`config.mk`:
```
export PLATFORM = sky130hd
export DESIGN_NAME = modred_shift
export DESIGN_NICKNAME = d
export VERILOG_FILES = /design/src/rtl/modred_pkg.sv /design/src/rtl/modred_step.sv /design/src/rtl/modred_shift.sv
export SDC_FILE = /design/constraint.sdc
export NUM_CORES = 1
export LEC_CHECK = 0
export BUFFER_PORTS_ARGS = -buffer_cell sky130_fd_sc_hd__buf_2
export CORE_MARGIN = 2
export CORE_UTILIZATION = 55
export CTS_CLUSTER_DIAMETER = 40
export DETAILED_ROUTE_END_ITERATION = 7
export PLACE_DENSITY_LB_ADDON = 0.12
export SYNTH_ARGS = -nofsm -noshare
export SYNTH_HDL_FRONTEND = slang
export SYNTH_SLANG_ARGS = --single-unit
```
`constraint.sdc`:
```
create_clock -name clk -period 3.8 [get_ports clk]
set_clock_uncertainty 0.1 [all_clocks]
set_input_delay 0.19 -clock clk [delete_from_list [all_inputs] [get_ports clk]]
set_output_delay 0.19 -clock clk [all_outputs]
set_load 0.1 [all_outputs]
```
`src/rtl/modred_pkg.sv`:
```
// Shared types and sizing helpers for the modred_shift Montgomery-domain reducer.
package modred_pkg;

    localparam int unsigned MODRED_DEFAULT_W = 32;

    typedef enum logic [1:0] {
        ST_IDLE = 2'd0,
        ST_RUN  = 2'd1,
        ST_DONE = 2'd2
    } state_e;

    // Counter width able to hold W + (2^len_w - 1) remaining steps.
    function automatic int unsigned cnt_width(input int unsigned w, input int unsigned len_w);
        return $clog2(w + (32'd1 << len_w));
    endfunction

endpackage

```
`src/rtl/modred_step.sv`:
```
// One shift-compare-subtract step of the serial reducer: r_next = ({r,bit} >= m) ? {r,bit}-m : {r,bit}.
module modred_step
    import modred_pkg::*;
#(
    parameter int unsigned W = MODRED_DEFAULT_W
) (
    input  logic [W:0]   r_i,
    input  logic         bit_i,
    input  logic [W-1:0] m_i,
    output logic [W:0]   r_next_o_c
);

    logic [W+1:0] t;
    logic [W+1:0] m_ext;

    // Carried one bit wider than r so the compare never truncates.
    always_comb begin
        t          = {r_i, bit_i};
        m_ext      = {2'b00, m_i};
        r_next_o_c = (t >= m_ext) ? (W+1)'(t - m_ext) : (W+1)'(t);
    end

endmodule

```
`src/rtl/modred_shift.sv`:
```
// Serial reducer computing (num_in * 2^len) mod modulus; define MODRED_RADIX4_EN for two steps per cycle.
module modred_shift
    import modred_pkg::*;
#(
    parameter int unsigned W     = MODRED_DEFAULT_W,
    parameter int unsigned LEN_W = 8
) (
    input  logic             clk,
    input  logic             rstn,
    input  logic             md_start,
    input  logic [LEN_W-1:0] len,
    input  logic [W-1:0]     num_in,
    input  logic [W-1:0]     modulus,
    output logic             md_end,
    output logic [W-1:0]     ld_out,
    output logic             busy,
    output logic             err_div0
);

    localparam int unsigned CW = cnt_width(W, LEN_W);

    state_e         state_q, state_d;
    logic [CW-1:0]  cnt_q, cnt_d;
    logic [W-1:0]   sh_q, sh_d;
    logic [W:0]     r_q, r_d;
    logic [W-1:0]   m_q, m_d;
    logic [W-1:0]   ld_q, ld_d;
    logic           err_q, err_d;
    logic           md_end_q, md_end_d;
    logic           busy_q, busy_d;

    logic [W:0]     r_s1;
    logic [W:0]     r_step;
    logic [W-1:0]   sh_next;
    logic [CW-1:0]  cnt_init;

    modred_step #(.W(W)) u_step0 (
        .r_i        (r_q),
        .bit_i      (sh_q[W-1]),
        .m_i        (m_q),
        .r_next_o_c (r_s1)
    );

`ifdef MODRED_RADIX4_EN
    localparam int unsigned TW = CW + 1;

    logic           odd_q, odd_d;
    logic [W:0]     r_s2;
    logic [TW-1:0]  total;

    modred_step #(.W(W)) u_step1 (
        .r_i        (r_s1),
        .bit_i      (sh_q[W-2]),
        .m_i        (m_q),
        .r_next_o_c (r_s2)
    );

    // An odd stream length leaves a single step for the final RUN cycle.
    always_comb begin
        total    = TW'(W) + TW'(len);
        cnt_init = CW'((total + TW'(1)) >> 1);
        r_step   = ((cnt_q == CW'(1)) && odd_q) ? r_s1 : r_s2;
        sh_next  = {sh_q[W-3:0], 2'b00};
    end
`else
    always_comb begin
        cnt_init = CW'(W) + CW'(len);
        r_step   = r_s1;
        sh_next  = {sh_q[W-2:0], 1'b0};
    end
`endif

    // Next-state and registered-output decode.
    always_comb begin
        state_d = state_q;
        cnt_d   = cnt_q;
        sh_d    = sh_q;
        r_d     = r_q;
        m_d     = m_q;
        ld_d    = ld_q;
        err_d   = err_q;
`ifdef MODRED_RADIX4_EN
        odd_d   = odd_q;
`endif
        unique case (state_q)
            ST_IDLE: begin
                if (md_start) begin
                    m_d   = modulus;
                    sh_d  = num_in;
                    r_d   = '0;
                    err_d = 1'b0;
                    cnt_d = cnt_init;
`ifdef MODRED_RADIX4_EN
                    odd_d = total[0];
`endif
                    if (modulus == '0) begin
                        state_d = ST_DONE;
                        err_d   = 1'b1;
                        ld_d    = '0;
                    end else begin
                        state_d = ST_RUN;
                    end
                end
            end
            ST_RUN: begin
                r_d   = r_step;
                sh_d  = sh_next;
                cnt_d = cnt_q - CW'(1);
                if (cnt_q == CW'(1)) begin
                    state_d = ST_DONE;
                    ld_d    = r_step[W-1:0];
                end
            end
            ST_DONE: begin
                state_d = ST_IDLE;
            end
            default: begin
                state_d = ST_IDLE;
            end
        endcase
        md_end_d = (state_d == ST_DONE);
        busy_d   = (state_d != ST_IDLE);
    end

    always_ff @(posedge clk or negedge rstn) begin
        if (!rstn) begin
            state_q  <= ST_IDLE;
            cnt_q    <= '0;
            sh_q     <= '0;
            r_q      <= '0;
            m_q      <= '0;
            ld_q     <= '0;
            err_q    <= 1'b0;
            md_end_q <= 1'b0;
            busy_q   <= 1'b0;
`ifdef MODRED_RADIX4_EN
            odd_q    <= 1'b0;
`endif
        end else begin
            state_q  <= state_d;
            cnt_q    <= cnt_d;
            sh_q     <= sh_d;
            r_q      <= r_d;
            m_q      <= m_d;
            ld_q     <= ld_d;
            err_q    <= err_d;
            md_end_q <= md_end_d;
            busy_q   <= busy_d;
`ifdef MODRED_RADIX4_EN
            odd_q    <= odd_d;
`endif
        end
    end

    assign md_end   = md_end_q;
    assign ld_out   = ld_q;
    assign busy     = busy_q;
    assign err_div0 = err_q;

endmodule

```
==> flow_summary.toml, run 1 <==
[clocking]
cts_resized = 0
ctsHoldBuffers = 73
clk_path_buf_depth = 2
cts_tree = "built"
cts-root-buf = "clkbuf_16"
htree_levels = 4
numCtsBuffers = 17
post_cts_buffers = 0
cts_sinks = 143
insertion_delay_ns = 0.41
path_clk_slew_ns = 0.06

[worst_setup_path]
reg2reg_from = "r_q[6]"
slowest_delay_ns = 0.44
critPathKind = "reg -> reg"
cp_cell_sequence = "ha_1 -> a21oi_4 -> o21ai_2 -> a221oi_4 -> o2111ai_1 -> and2_1 -> a31oi_4 -> buf_4 -> mux2_2 -> o31ai_1"
path_max_fanout = 30
cp.required_ns = 4.01
cp-start-kind = "flip-flop"
ff2ff_path_depth = 10
slowest_stage = "ha_1"
reg2reg_slack_ns = 0.48
cp_top_family = "compound AO/OA/AOI/OAI gates"
rr_endpoint = "ld_out[1]"
crit_arrival_ns = 3.54
path_buf_inv = 1
end_kind = "flip-flop"

[synth]
synth_compound_area_share_pct = 20.2
synthSimpleGateAreaFrac_pct = 17.7
ys.flop_type = "dfrtp_1"
synth_area_leader_cell = "dfrtp_1"
synthTopCellsByArea = "dfrtp_1 45%, nand2_1 9.1%, ha_1 5.5%"
ys_types = 57
synth_seq_cells = 143
synthArstFlopShare_pct = 100
syn_nets = 1026
synthXorXnorAreaFrac_pct = 3.29
synth_top_area_share_pct = 44.8
yosys.area_share.adder_pct = 5.73
synth-seq-area-share_pct = 44.8
synth-edff-count = 0
synth.avg_cell_area_um2 = 8.73
yosysWarningCount = 0
syn_inst = 915
synth_top_family_by_area = "compound AO/OA/AOI/OAI gates"
synthMuxAreaShare_pct = 3.41
netlist_area_um2 = 7990

[finish]
area_growth_pct = 25.3
fin_nets = 1190
num_antenna_cells = 0
drive_gt1_share_pct = 14.7

[power]
cellPowerDensity_nw_per_um2 = 1030
vdd_drop_max_v = 0.000711
p_leak_nw = 4.55

[run_status]
status = "complete, no violations"

[place]
dp_hpwl_um = 13300
pre_cts_slack_ns = 0.461
place.gp.congestion = 0.921
numPortBuffers = 109

[hold_path]
hold_class = "in -> reg"
worstHoldEndpoint = "cnt_q[6]"
whs_path_depth = 4
worstHoldStart = "len[6]"

[sta]
report.final.slew_viol_count = 0
post-route-period-util_pct = 87.5
fmaxAchievable_ghz = 0.301
whs_ns = 0.115
max_slew_margin_pct = 28.1
hold_violations = 0
finalSetupViolations = 0
setup-tns-final_ns = 0
rsz0062_at_grt = "false"
worst_slack_ns = 0.477
tightest_slew_ns = 1.08
period_needed_ns = 3.32

[route]
drc = 0
top_layer = "met4"
wl_met2_um = 9460
drt_wl_total_um = 20200
via_count = 7213
vias_per_cell = 5.65
detail-route-antenna-nets = 0
drtIter0Drc = 539
first_pass_iters = 6
met3_length_um = 808
wirelength_met1_um = 9700
routedWlPerCell_um = 15.9

[floorplanning]
die_width_um = 125
dieArea_um2 = 15500
start_util_pct = 55.6
num_io_pins = 110
coreArea_um2 = 14400
die_h_um = 125
core.rowCount = 44

[global_route]
antenna_found_initial = 0
overflow = 0
grtUsageTotal_pct = 26.7
grt_pass1_vias = 7016
grt_max_degree = 97
grt_pass1_wl_um = 34100

[job]
cap_violations = 0
[layout make-up]
class | count | area (um^2)
Fill cell | 1133 | 4360
Multi-Input combinational cell | 678 | 4040
Sequential cell | 143 | 3580
Timing Repair Buffer | 193 | 1370
Clock buffer | 23 | 488
Tap cell | 184 | 230
Inverter | 46 | 173
Clock inverter | 9 | 130
[tightest hold or removal path: stages]
cell     delay [ns]
buf_2          0.09
ha_1           0.12
o22ai_1        0.08
nor2_1         0.10
[synthesized netlist by cell type, types with 6 or more instances]
library cell  instances
nand2_1             193
dfrtp_1             143
nor2_1               61
o21ai_0              60
o21ai_1              49
inv_1                46
clkbuf_1             36
ha_1                 35
a31oi_1              32
a21oi_1              29
mux2i_1              25
a21o_1               17
xor2_1               17
nand3_1              15
nand4_1              14
xnor2_1              13
nor4_1               10
a32oi_1               9
nand2b_1              9
o211ai_1              8
o22ai_1               6
o31ai_1               6
[report_power, final]
part	switching [mW]	internal [mW]	total, mW
sequential	0.346	2.16	2.51
clock	0.634	1.10	1.74
combinational	3.81	2.28	6.08
total	4.79	5.54	10.3
[cell families after synthesis]
kind of cell	count (synthesis)
flip-flops	143
buffers and inverters	94
AND/OR/NAND/NOR	330
AO/OA/AOI/OAI	255
adder cells (fa/ha/maj)	36
multiplexers	27
XOR/XNOR	30
[worst max-delay path by stage]
stage,startpoint,to,slack (ns),depth (start not counted)
final,r_q[6],ld_out[1],0.48,10
after global routing,r_q[6],ld_out[0],0.29,10
after detailed placement,r_q[6],ld_out[1],0.46,10
after global placement,r_q[6],ld_out[1],0.58,10
after floorplan,r_q[6],ld_out[0],1.0,11
after CTS,r_q[6],ld_out[1],0.48,10
[metal layers]
layer,global-route usage [%],vias up
met5,0,-
met4,6.74,0
met3,5.33,25
met2,42.9,187
met1,37.4,3467
li1,-,3534
[cell usage in the layout (no fill, tap or decap), types with 3 or more instances in the layout]
master and count:
clkbuf_8 4, or3_1 4, o31ai_1 6, a32o_1 3, nor4_1 10, nor2_1 60
o22ai_1 6, o21ai_1 49, and3_1 4, buf_2 108, nor2b_1 4, clkbuf_16 17
o21ai_0 60, bufinv_16 3, buf_4 11, ha_1 35, a211oi_1 4, a2111oi_0 3
nand4_1 14, a32oi_1 9, xor2_1 17, nor3_1 5, and2_1 5, dfrtp_1 143
a21o_1 17, mux2i_1 25, inv_1 46, a22oi_1 3, a21oi_1 28, clkinv_2 3
a31oi_1 32, o21a_1 5, nand2b_1 8, nand3_1 15, nand2_1 193, xnor2_1 13
o211ai_1 8, dlygate4sd3_1 73
[sequential cells by signal, indices dropped and copies added, names as in the netlist]
name and flops:
m_q 32, r_q 33, ld_out 32, cnt_q 9, err_div0 1, busy 1
state_q 2, md_end 1, sh_q 32
[per-stage QoR]
stage	area (um^2)	power [mW]	util, %	instances
after floorplan	7990	7.26	-	915
after global placement	8660	8.37	60.3	1171
after detailed placement	8660	8.48	60.3	1171
after CTS	10000	10.3	69.6	1276
after global routing	10000	11.2	69.6	1276
final	10000	10.3	69.6	1276
Note: power is estimated with default switching activity, not from simulation.
==> run 2, diff against run 1 <==
--- a/config.mk
+++ b/config.mk
@@ -11,6 +11,7 @@
 export CTS_CLUSTER_DIAMETER = 40
 export DETAILED_ROUTE_END_ITERATION = 7
 export PLACE_DENSITY_LB_ADDON = 0.12
+export REMOVE_ABC_BUFFERS = 1
 export SYNTH_ARGS = -nofsm -noshare
 export SYNTH_HDL_FRONTEND = slang
 export SYNTH_SLANG_ARGS = --single-unit
==> flow_summary.toml, run 2 (synthesis gave the netlist of run 1 again) <==
[floorplanning]
die_h_um = 125
coreArea_um2 = 14400
die_width_um = 125
num_io_pins = 110
dieArea_um2 = 15500
core.rowCount = 44
start_util_pct = 55.6

[route]
first_pass_iters = 5
drt_wl_total_um = 20000
detail-route-antenna-nets = 0
via_count = 7122
drtIter0Drc = 424
vias_per_cell = 5.59
drc = 0
routedWlPerCell_um = 15.7

[finish]
fin_area_um2 = 9990
num_antenna_cells = 0
drive_gt1_share_pct = 14.8
largest_register_ffs = 33
final_util_pct = 69.5
final_cell_count_no_fill = 1274
layout_common_cells = "193 x nand2_1, 143 x dfrtp_1, 108 x buf_2"
largest-register = "r_q"
fin_nets = 1188
area_growth_pct = 25.1
layout_commonest_cell = "nand2_1"

[sta]
rsz0062_at_grt = "false"
hold_violations = 0
finalSetupViolations = 0
post-route-period-util_pct = 85.6
report.final.slew_viol_count = 0
period_needed_ns = 3.25
max_slew_margin_pct = 29.9
setup-tns-final_ns = 0
tightest_slew_ns = 1.05
whs_ns = 0.125
worst_slack_ns = 0.547
fmaxAchievable_ghz = 0.307

[clocking]
path_clk_slew_ns = 0.06
numCtsBuffers = 17
cts_sinks = 143
cts-root-buf = "clkbuf_16"
htree_levels = 4
post_cts_buffers = 0
cts_resized = 0
insertion_delay_ns = 0.42
clk_path_buf_depth = 2
cts_tree = "built"

[global_route]
grt_pass1_vias = 7117
antenna_found_initial = 0
grt_pass1_wl_um = 34200
overflow = 0
grtUsageTotal_pct = 26.9
grt_max_degree = 86

[worst_setup_path]
reg2reg_slack_ns = 0.55
cp_cell_sequence = "ha_1 -> a21oi_4 -> o21ai_2 -> a221oi_4 -> o2111ai_1 -> and2_1 -> a31oi_4 -> buf_4 -> mux2_2 -> o31ai_1"
end_kind = "flip-flop"
path_max_fanout = 25
slowest_delay_ns = 0.43
cp-start-kind = "flip-flop"
critPathKind = "reg -> reg"
crit_arrival_ns = 3.46
cp.required_ns = 4.01
slowest_stage = "ha_1"

[hold_path]
hold_class = "in -> reg"

[job]
cap_violations = 0

[place]
pre_cts_slack_ns = 0.560
place.gp.congestion = 0.886
place_area_um2 = 8650
dp_hpwl_um = 13000
numPortBuffers = 109
dp.cells = 1169

[power]
total_power_mw = 10.2
vdd_drop_max_v = 0.000396
p_leak_nw = 4.54
cellPowerDensity_nw_per_um2 = 1030

[run_status]
status = "complete, no violations"
run 2: cell count changes in the layout (fill, tap and decap cells not counted), sizes merged:
cell,delta
clkinvlp,+2
inv,+2
clkbuf,-4
buf,-2
run 2: timing repair:
item                       CTS  global route
hold buffers                73             0
setup endpoints to repair    0             0
hold endpoints to repair   129             0
run 2: path summary, 6_finish.rpt:
| kind | from | to | depth (start not counted) |
|---|---|---|---|
| min | len[6] | cnt_q[6] | 4 |
| max | r_q[6] | ld_out[0] | 10 |
| max in group asynchronous | rstn | sh_q[30] | 3 |
| min reg2reg | ld_out[10] | ld_out[10] | 2 |
| min in group asynchronous | rstn | m_q[19] | 2 |
| max reg2reg | r_q[6] | ld_out[0] | 10 |
run 2: metal layers:
layer | part of all wire (%) | wire (um) | global-route usage, % | vias to the layer above
li1 | - | - | - | 3535
met5 | 0 | 0 | 0 | -
met4 | 1.7 | 333 | 8.33 | 0
met1 | 45 | 9010 | 34.6 | 3396
met2 | 49 | 9860 | 46.1 | 166
met3 | 4.0 | 790 | 4.98 | 25
run 2: layout make-up:
type                    instances  area (um^2)
clock buffers                  19          453
multi-input cells             678         4040
fillers                      1125         4380
repair buffers                191         1360
inverters                      46          173
flip-flops and latches        143         3580
clock inverters                13          159
well taps                     184          230
run 2: where the power goes:
group	internal [mW]	switching (mW)	leakage (nW)
clock	1.07	0.652	0.296
sequential	2.16	0.353	1.63
combinational	2.27	3.74	2.61
run 2: critical path: cells and delay by family, from the launching register on:
kind	cells	cell delay [ns]
AO/OA/AOI/OAI	6	1.24
adder cells (fa/ha/maj)	1	0.43
flip-flops	1	0.39
multiplexers	1	0.39
buffers and inverters	1	0.32
AND/OR/NAND/NOR	1	0.26
